<file path="src/rtl/sys1_rom_loader_if.sv">
// hps_io ioctl download port and the game core ROM write / control port.
// The master side is the download source; the slave side is the loader.
interface sys1_rom_loader_if;
  logic        ioctl_download;
  logic        ioctl_wr;
  logic [7:0]  ioctl_index;
  logic [24:0] ioctl_addr;
  logic [7:0]  ioctl_dout;
  logic [16:0] rom_ad;
  logic [7:0]  rom_dt;
  logic [4:0]  rom_we;
  logic        core_reset;
  logic        load_done;
  logic        load_err;
  logic [7:0]  tno;

  modport master (
    output ioctl_download, ioctl_wr, ioctl_index, ioctl_addr, ioctl_dout,
    input  rom_ad, rom_dt, rom_we, core_reset, load_done, load_err, tno
  );

  modport slave (
    input  ioctl_download, ioctl_wr, ioctl_index, ioctl_addr, ioctl_dout,
    output rom_ad, rom_dt, rom_we, core_reset, load_done, load_err, tno
  );
endinterface

</file>
<file path="src/rtl/sys1_rom_loader.sv">
// Splits the flat System 1 ROM image into per-region write strobes, one cycle after ioctl_wr,
// and holds the core in reset through the download plus a settle window; no backpressure.
module sys1_rom_loader #(
  parameter int CPU_SIZE    = 'h0C000,
  parameter int SND_SIZE    = 'h02000,
  parameter int BG_SIZE     = 'h0C000,
  parameter int SP_SIZE     = 'h10000,
  parameter int PROM_SIZE   = 'h00300,
  parameter int HOLD_CYCLES = 16
) (
  input logic              clk_sys,
  input logic              reset_n,
  sys1_rom_loader_if.slave bus
);

  localparam logic [24:0] B_SND   = 25'(CPU_SIZE);
  localparam logic [24:0] B_BG    = 25'(CPU_SIZE + SND_SIZE);
  localparam logic [24:0] B_SP    = 25'(CPU_SIZE + SND_SIZE + BG_SIZE);
  localparam logic [24:0] B_PROM  = 25'(CPU_SIZE + SND_SIZE + BG_SIZE + SP_SIZE);
  localparam logic [24:0] TOTAL   = 25'(CPU_SIZE + SND_SIZE + BG_SIZE + SP_SIZE + PROM_SIZE);
  localparam int          HCW     = (HOLD_CYCLES > 1) ? $clog2(HOLD_CYCLES) : 1;

  typedef enum logic [1:0] {IDLE, LOAD, HOLD, RUN} state_t;

  state_t      state;
  logic [24:0] byte_cnt;
  logic [HCW-1:0] hold_cnt;

  logic [4:0]  dec_we;
  logic [24:0] dec_base;
  logic        in_range;
  logic        img_wr;
  logic        dl_start;
  logic [24:0] cnt_next;

  assign in_range = bus.ioctl_addr < TOTAL;
  assign img_wr   = bus.ioctl_wr && (bus.ioctl_index == 8'd0);
  assign dl_start = bus.ioctl_download && (bus.ioctl_index == 8'd0);
  assign cnt_next = (img_wr && in_range && (byte_cnt != '1)) ? byte_cnt + 25'd1 : byte_cnt;

  always_comb begin
    dec_we   = '0;
    dec_base = '0;
    if (bus.ioctl_addr < B_SND) begin
      dec_we = 5'b00001;
    end else if (bus.ioctl_addr < B_BG) begin
      dec_we   = 5'b00010;
      dec_base = B_SND;
    end else if (bus.ioctl_addr < B_SP) begin
      dec_we   = 5'b00100;
      dec_base = B_BG;
    end else if (bus.ioctl_addr < B_PROM) begin
      dec_we   = 5'b01000;
      dec_base = B_SP;
    end else if (in_range) begin
      dec_we   = 5'b10000;
      dec_base = B_PROM;
    end
  end

  always_ff @(posedge clk_sys) begin
    if (!reset_n) begin
      state          <= IDLE;
      byte_cnt       <= '0;
      hold_cnt       <= '0;
      bus.rom_ad     <= '0;
      bus.rom_dt     <= '0;
      bus.rom_we     <= '0;
      bus.core_reset <= 1'b1;
      bus.load_done  <= 1'b0;
      bus.load_err   <= 1'b0;
      bus.tno        <= '0;
    end else begin
      bus.rom_we <= '0;

      // The variant byte may arrive at any time and never disturbs the image sequencing.
      if (bus.ioctl_wr && (bus.ioctl_index == 8'd1) && (bus.ioctl_addr == '0))
        bus.tno <= bus.ioctl_dout;

      case (state)
        IDLE: begin
          bus.core_reset <= 1'b1;
          if (dl_start) begin
            state         <= LOAD;
            byte_cnt      <= '0;
            bus.load_err  <= 1'b0;
            bus.load_done <= 1'b0;
          end
        end

        LOAD: begin
          if (img_wr) begin
            if (in_range) begin
              bus.rom_we <= dec_we;
              bus.rom_ad <= 17'(bus.ioctl_addr - dec_base);
              bus.rom_dt <= bus.ioctl_dout;
            end else begin
              bus.load_err <= 1'b1;
            end
          end
          byte_cnt <= cnt_next;
          // A write in the final download cycle is already folded into cnt_next.
          if (!bus.ioctl_download) begin
            state    <= HOLD;
            hold_cnt <= HCW'(HOLD_CYCLES - 1);
            if (cnt_next != TOTAL)
              bus.load_err <= 1'b1;
          end
        end

        HOLD: begin
          if (hold_cnt == '0) begin
            state          <= RUN;
            bus.core_reset <= 1'b0;
            bus.load_done  <= 1'b1;
          end else begin
            hold_cnt <= hold_cnt - 1'b1;
          end
        end

        RUN: begin
          if (dl_start) begin
            state          <= LOAD;
            byte_cnt       <= '0;
            bus.core_reset <= 1'b1;
            bus.load_done  <= 1'b0;
            bus.load_err   <= 1'b0;
          end
        end

        default: state <= IDLE;
      endcase
    end
  end

endmodule

</file>
<file path="src/flat_wrapper.sv">
// flat-port wrapper written by rule: the top's interface ports become plain ports
module sys1_rom_loader_flat 
#(
  parameter int CPU_SIZE    = 'h0C000,
  parameter int SND_SIZE    = 'h02000,
  parameter int BG_SIZE     = 'h0C000,
  parameter int SP_SIZE     = 'h10000,
  parameter int PROM_SIZE   = 'h00300,
  parameter int HOLD_CYCLES = 16
)
  (clk_sys, reset_n, bus_ioctl_download, bus_ioctl_wr, bus_ioctl_index, bus_ioctl_addr, bus_ioctl_dout, bus_rom_ad, bus_rom_dt, bus_rom_we, bus_core_reset, bus_load_done, bus_load_err, bus_tno);
  sys1_rom_loader_if bus_i ();
  input logic clk_sys;
  input logic reset_n;
  input wire logic [$bits(bus_i.ioctl_download)-1:0] bus_ioctl_download;
  input wire logic [$bits(bus_i.ioctl_wr)-1:0] bus_ioctl_wr;
  input wire logic [$bits(bus_i.ioctl_index)-1:0] bus_ioctl_index;
  input wire logic [$bits(bus_i.ioctl_addr)-1:0] bus_ioctl_addr;
  input wire logic [$bits(bus_i.ioctl_dout)-1:0] bus_ioctl_dout;
  output wire logic [$bits(bus_i.rom_ad)-1:0] bus_rom_ad;
  output wire logic [$bits(bus_i.rom_dt)-1:0] bus_rom_dt;
  output wire logic [$bits(bus_i.rom_we)-1:0] bus_rom_we;
  output wire logic [$bits(bus_i.core_reset)-1:0] bus_core_reset;
  output wire logic [$bits(bus_i.load_done)-1:0] bus_load_done;
  output wire logic [$bits(bus_i.load_err)-1:0] bus_load_err;
  output wire logic [$bits(bus_i.tno)-1:0] bus_tno;
  assign bus_i.ioctl_download = bus_ioctl_download;
  assign bus_i.ioctl_wr = bus_ioctl_wr;
  assign bus_i.ioctl_index = bus_ioctl_index;
  assign bus_i.ioctl_addr = bus_ioctl_addr;
  assign bus_i.ioctl_dout = bus_ioctl_dout;
  assign bus_rom_ad = bus_i.rom_ad;
  assign bus_rom_dt = bus_i.rom_dt;
  assign bus_rom_we = bus_i.rom_we;
  assign bus_core_reset = bus_i.core_reset;
  assign bus_load_done = bus_i.load_done;
  assign bus_load_err = bus_i.load_err;
  assign bus_tno = bus_i.tno;
  sys1_rom_loader #(.CPU_SIZE(CPU_SIZE), .SND_SIZE(SND_SIZE), .BG_SIZE(BG_SIZE), .SP_SIZE(SP_SIZE), .PROM_SIZE(PROM_SIZE), .HOLD_CYCLES(HOLD_CYCLES)) u_core (.clk_sys(clk_sys), .reset_n(reset_n), .bus(bus_i));
endmodule
</file>
<file path="config.mk">
export PLATFORM = sky130hd
export DESIGN_NAME = sys1_rom_loader_flat
export DESIGN_NICKNAME = d
export VERILOG_FILES = /design/src/rtl/sys1_rom_loader_if.sv /design/src/rtl/sys1_rom_loader.sv /design/src/flat_wrapper.sv
export SDC_FILE = /design/constraint.sdc
export NUM_CORES = 1
export LEC_CHECK = 0
export ABC_AREA = 1
export BUFFER_PORTS_ARGS = -buffer_cell sky130_fd_sc_hd__buf_4
export CAP_MARGIN = 15
export CORE_UTILIZATION = 45
export DETAILED_ROUTE_END_ITERATION = 10
export GPL_TIMING_DRIVEN = 0
export PLACE_DENSITY = 0.7
export SLEW_MARGIN = 20
export SYNTH_ARGS = -nofsm -noshare
export SYNTH_HDL_FRONTEND = slang
export SYNTH_SLANG_ARGS = --single-unit
</file>
<file path="constraint.sdc">
create_clock -name clk_sys -period 2.5 [get_ports clk_sys]
set_input_delay 0.625 -clock clk_sys [delete_from_list [all_inputs] [get_ports clk_sys]]
set_output_delay 0.625 -clock clk_sys [all_outputs]
set_load 0.01 [all_outputs]
</file>
-- Yosys cells after proc, flatten, opt, wreduce, memory -nomap -nowiden
Cells that the tools add are included.
- add/subtract/negate cells: 3
- $lt $le $gt $ge: 5
- eq/ne operators: 11
- multiplexer cells: 30
- bitwise operators: 4
- reduce and logical (&&, ||, !) cells: 25
- operators by type and width (cell ; count):
    two-way mux 17 bit ; 4
    < comparator 25 x 16 -> 1 bit, second input constant ; 2
    < comparator 25 x 18 -> 1 bit, second input constant ; 2
    two-way mux 25 bit ; 2
    one-hot mux 25 bit (2 select lines) ; 1
    adder 25 x 1 -> 25 bit, second input constant ; 1
    zero test 25 bit ; 1
    < comparator 25 x 17 -> 1 bit, second input constant ; 1
    != test 25 x 18 -> 1 bit, second input constant ; 1
    != test 25 bit, second input constant ; 1
    subtractor 17 bit ; 1
    two-way mux 16 bit ; 1
    AND reduction 3 bit ; 5
    two-way mux 1 bit ; 9
    == test 8 x 1 -> 1 bit, second input constant ; 1
    zero test 8 bit ; 1
    two-way mux 2 bit ; 4
    two-way mux 4 bit ; 2
    one-hot mux 4 bit (2 select lines) ; 1
    OR reduction 7 bit ; 1
    logical AND 1 bit ; 6
    != test 2 x 1 -> 1 bit, second input constant ; 3
    one-hot mux 2 bit (3 select lines) ; 1
    nonzero test 2 bit ; 3
    other kinds (17) ; 23
- register bits after elaboration: 72
- input bits: 45
- output and inout port bits: 41

-- Depth between registers and ports, before layout
- word-level depth: 9
- mapped depth: 18
- depth with buffers taken out: 18

-- Worst setup path after synthesis
Ideal clock, no wire load.
- path type: input port to flip-flop
- start: input port bus_ioctl_addr[22]
- end: register u_core.bus.rom_ad[16]
- setup time: 0.115 ns
- arrival: 2.301 ns
- setup slack: 0.084 ns
- stages on the path: 13
- buffers on the path: 1
- path through: nor2_1 > nand2_1 > nor2_2 > nand2_1 > nand2_1 > buf_2 > nand2_1 > ha_1 > a21oi_1 > o21ai_0 > xor2_1 > o21ai_0 > inv_1
- word-level cells in the longest chain between the ends: 7
- RTL lines (element ; line ; RTL):
    from (decl) ; flat_wrapper.sv:18 ; input wire logic [$bits(bus_i.ioctl_addr)-1:0] bus_ioctl_addr;
    < comparator 25 x 18 -> 1 bit ; sys1_rom_loader.sv:36 ; assign in_range = bus.ioctl_addr < TOTAL;
    two-way mux 16 bit ; sys1_rom_loader.sv:55 ; end else if (in_range) begin
    two-way mux 17 bit ; sys1_rom_loader.sv:52 ; end else if (bus.ioctl_addr < B_PROM) begin
    two-way mux 17 bit ; sys1_rom_loader.sv:49 ; end else if (bus.ioctl_addr < B_SP) begin
    two-way mux 17 bit ; sys1_rom_loader.sv:46 ; end else if (bus.ioctl_addr < B_BG) begin
    two-way mux 17 bit ; sys1_rom_loader.sv:44 ; if (bus.ioctl_addr < B_SND) begin
    subtractor 17 bit ; sys1_rom_loader.sv:95 ; bus.rom_ad <= 17'(bus.ioctl_addr - dec_base);
    to (signal assigned) ; sys1_rom_loader.sv:95 ;
    to (decl) ; sys1_rom_loader_if.sv:24 ; output rom_ad, rom_dt, rom_we, core_reset, load_done, load_err, tno
Several ways; a longest one is shown, not always the timed one.
A chain may end at the register's enable or synchronous reset.

-- Worst setup path after layout
- start: input port bus_ioctl_index[3]
- end: register u_core.bus.load_err
- word-level cells in the longest chain between the ends: 9
- RTL lines (element ; line ; RTL):
    from (decl) ; flat_wrapper.sv:17 ; input wire logic [$bits(bus_i.ioctl_index)-1:0] bus_ioctl_index;
    zero test 8 bit (*) ; sys1_rom_loader.sv:37, sys1_rom_loader.sv:38 ;
    logical AND 1 bit ; sys1_rom_loader.sv:37 ; assign img_wr = bus.ioctl_wr && (bus.ioctl_index == 8'd0);
    logical AND 1 bit (2 in a row) ; sys1_rom_loader.sv:39 ; assign cnt_next = (img_wr && in_range && (byte_cnt != '1)) ? byte_cnt + 25'd1 : byte_cnt;
    two-way mux 25 bit ; sys1_rom_loader.sv:39 ;
    != test 25 x 18 -> 1 bit ; sys1_rom_loader.sv:106 ; if (cnt_next != TOTAL)
    two-way mux 1 bit ; sys1_rom_loader.sv:106 ;
    two-way mux 1 bit ; sys1_rom_loader.sv:103 ; if (!bus.ioctl_download) begin
    one-hot mux 1 bit (2 select lines) ; sys1_rom_loader.sv:80 ; case (state)
    to (signal assigned) ; sys1_rom_loader.sv:86 ; bus.load_err <= 1'b0;
    to (signal assigned) ; sys1_rom_loader.sv:98 ; bus.load_err <= 1'b1;
    to (signal assigned) ; sys1_rom_loader.sv:107 ; bus.load_err <= 1'b1;
    to (decl) ; sys1_rom_loader_if.sv:24 ;
Mark *: on every way between the ends. The rest lies on a longest branch, timed or not.

==> reports/results.txt <==
Synth Area in Compound Gates = 11.15%
simple-gate share of the synthesized area = 39.72%
total congestion overflow = 0
Synth async-reset ratio = 0%
synthesized area per cell = 6.449 µm²
final max-slew violation count = 0
cell mode on critical path = nand2_1
area of the mapped netlist = 0.004218 mm²
die width = 98.82 µm
pin count of the biggest net entering global routing = 13
post-layout util = 59.56%
Post-DRT Antenna Nets = 0
DP Worst Slack = -0.4827 ns
Die ar. = 0.009764 mm²
Layout Area Growth over Synthesis = 25.54%
Synthesized Nets = 710
relative max-transition margin = 58.46%
DRC violations left = 0
worst hold path class = register to register
chip height = 98.82 µm
Sw Pwr = 836.1 µW
Tcrit/Tclk final = 94.76%
Core Box Area = 0.008891 mm²
Rows = 34
Setup CP Type = primary input to register
Final min period = 2.369 ns
Synth Instances = 654
Logic pwr share = 19.9%
internal power = 1.901 mW
Sw Ratio = 30.54%
crit path cell chain = buf_4 > nor2_2 > nand2_1 > nor2_2 > nand2_1 > inv_1 > buf_6 > nand3_4 > buf_6 > nand2_1 > nand2_1 > nor2_1 > nand2_1 > nor2_1 > nand2_1 > o21ai_2 > nand2_1 > nand2_1 > a21oi_1
post-synth top area cell = dfxtp_1
final hold vios = 0
crit path DAT = 2.60 ns
RSZ-0062 raised after global routing = yes
clk sinks = 72
part of the power in registers = 45.4%
number of CTS-inserted buffers = 9
Peak supply drop = 370.5 µV
CP top delay family = simple AND/OR/NAND/NOR gates
Post-Synth Adder-Cell Area = 3.441%
Fillers = 858
Worst Path Required = 2.73 ns
initial antenna violation count = 0
max_cap viols = 0
final worst slack = 0.1310 ns
leakage = 2.304 nW
share of cells above drive strength 1 = 18.55%
WL met1 = 5300 µm
clock insertion delay at the later pin of the skew report = 0.35 ns
worst clock skew = 0.006997 ns
Final nets = 811
Root Driver = clkbuf_8
Initial Utilization = 47.44%
mux share of post-synthesis cell area = 0%
Vias per Instance = 5.205
IO Port Bufs = 85
hpwl dp = 9189 µm
Vias = 4,518
Reg area = 0.001448 mm²
Max FO, Critical Path = 10
largest family of logic cells by synthesized area = simple AND/OR/NAND/NOR gates
global-route wire length before repair = 20,490 µm
clock-pin slew on the worst setup and hold paths = 0.08 ns
antenna cell count = 0
drt wl/cell = 13.88 µm
Max Fclk = 422.1 MHz
Buf+Inv Stages, Crit Path = 4
commonest non-fill, non-tap cell in the layout = nand2_1
largest stage delay on the critical path = 0.18 ns
TritonCTS clock tree = done
number of synthesized flops with an enable pin = 0
final wirelength = 12,050 µm
DR iter-0 viols = 231
ys flop type = dfxtp_1
Worst-Margin Slew = 0.6232 ns
CP Capture Type = register
met3 WL post-DR = 851 µm
xor and xnor area share after synthesis = 3.708%
H-tree Lvls = 3
pwr dens = 517.0 mW/mm²
share of total power in the clock network = 34.7%
status = finished clean
Final Setup Violations = 0
Yosys warning count = 0
Top Metal Used = met4
highest-count cells in the layout ignoring fill and taps = 187 x nand2_1, 111 x nor2_1, 91 x buf_4
FF+latch count, synth = 72
Overall Global Routing Usage = 26.39%
startpoint types = primary input
first-pass iteration count of the detailed router = 4
post-synth cell types = 42
vias in the first global route = 4,407
cell types occupying the most area after synthesis = dfxtp_1 34%, nand2_1 17%, nor2_1 11%
routability congestion estimate = 0.9366
sequential fraction of the synthesis area = 34.17%
critical path's slowest cell = buf_6
Clock Path Buffers = 2
metal2 WL = 5631 µm
Multi-input gate area = 0.002501 mm²
top cell type's share of synthesized area = 34.17%
IO Pins = 86
-- timing repair --
item | in CTS | in global routing
setup endpoints to repair | 2 | 21
gates cloned | 0 | 0
hold endpoints to repair | 0 | 0
hold buffers | 0 | 0
gates resized for setup | 5 | 21
pin swaps | 0 | 4
buffers inserted | 0 | 5
-- cells by family after synthesis --
logic type,Yosys count
adder cells (fa/ha/maj),11
AO/OA/AOI/OAI,89
XOR/XNOR,17
AND/OR/NAND/NOR,387
flip-flops,72
buffers and inverters,78
-- worst paths after layout --
kind                   startpoint                    to  slack, ns  depth (start not counted)
min reg2reg  u_core.bus.load_done  u_core.bus.load_done       0.46                          2
max reg2reg    u_core.byte_cnt[0]   u_core.bus.load_err       0.19                         17
min          u_core.bus.load_done  u_core.bus.load_done       0.46                          2
max            bus_ioctl_index[3]   u_core.bus.load_err       0.13                         19
-- power by group through the flow --
stage	combinational, mW	sequential (mW)	clock, mW
global route	0.619	1.25	1.03
CTS	0.546	1.25	0.969
detailed placement	0.543	1.27	0
floorplan	0.338	1.27	0
global placement	0.525	1.27	0
finish	0.545	1.24	0.949
-- routing by layer --
layer	up-vias	track usage, %
met1	2071	32.17
li1	2301	-
met3	26	7.872
met4	0	7.922
met2	120	44.81
met5	-	0
-- synthesized netlist by cell type (all sizes together) (4+ instances only) --
library cell / n
nor3: 11
clkbuf: 13
nand2: 193
buf: 8
nor4: 12
o21ai: 42
inv: 55
dfxtp: 72
xor2: 13
xnor2: 4
ha: 10
nor2: 125
a21oi: 39
nand4: 14
nand3: 26
-- area by class of cell --
cell class,instances,area share [%]
Multi-Input combinational cell,504,47.24
Inverter,57,4.041
Clock buffer,12,2.741
Sequential cell,72,27.34
Clock inverter,4,0.9924
Tap cell,108,2.552
Timing Repair Buffer,90,12.76
Buffer,21,2.339
-- through the flow --
stage | std cells | hold WS, ns | power [mW] | instance area (µm²) | setup TNS [ns]
after floorplan | 654 | 0.4490 | 1.608 | 4218 | 0
after global placement | 847 | 0.4443 | 1.794 | 4991 | -2.601
after detailed placement | 847 | 0.4415 | 1.814 | 4991 | -3.231
after CTS | 863 | 0.4615 | 2.761 | 5200 | 0
after global routing | 868 | 0.5004 | 2.898 | 5295 | -0.1057
final | 868 | 0.4560 | 2.737 | 5295 | 0
-- worst register-to-register path: cells and delay by family (launching register included) --
family          cells  cell delay (ns)
fa+ha+maj           1             0.19
compound gates      2             0.17
buf+inv             2             0.23
simple gates       12             1.19
flops               1             0.42
-- flip-flops by register name (all words and copies together), names as in the netlist --
| signal | cells |
|---|---|
| u_core.bus.rom_ad | 17 |
| u_core.bus.rom_we | 5 |
| u_core.hold_cnt | 4 |
| u_core.bus.rom_dt | 8 |
| u_core.bus.load_err | 1 |
| u_core.byte_cnt | 25 |
| u_core.bus.load_done | 1 |
| u_core.bus.core_reset | 1 |
| u_core.state | 2 |
| u_core.bus.tno | 8 |
Power figures use the tool's default switching activity.
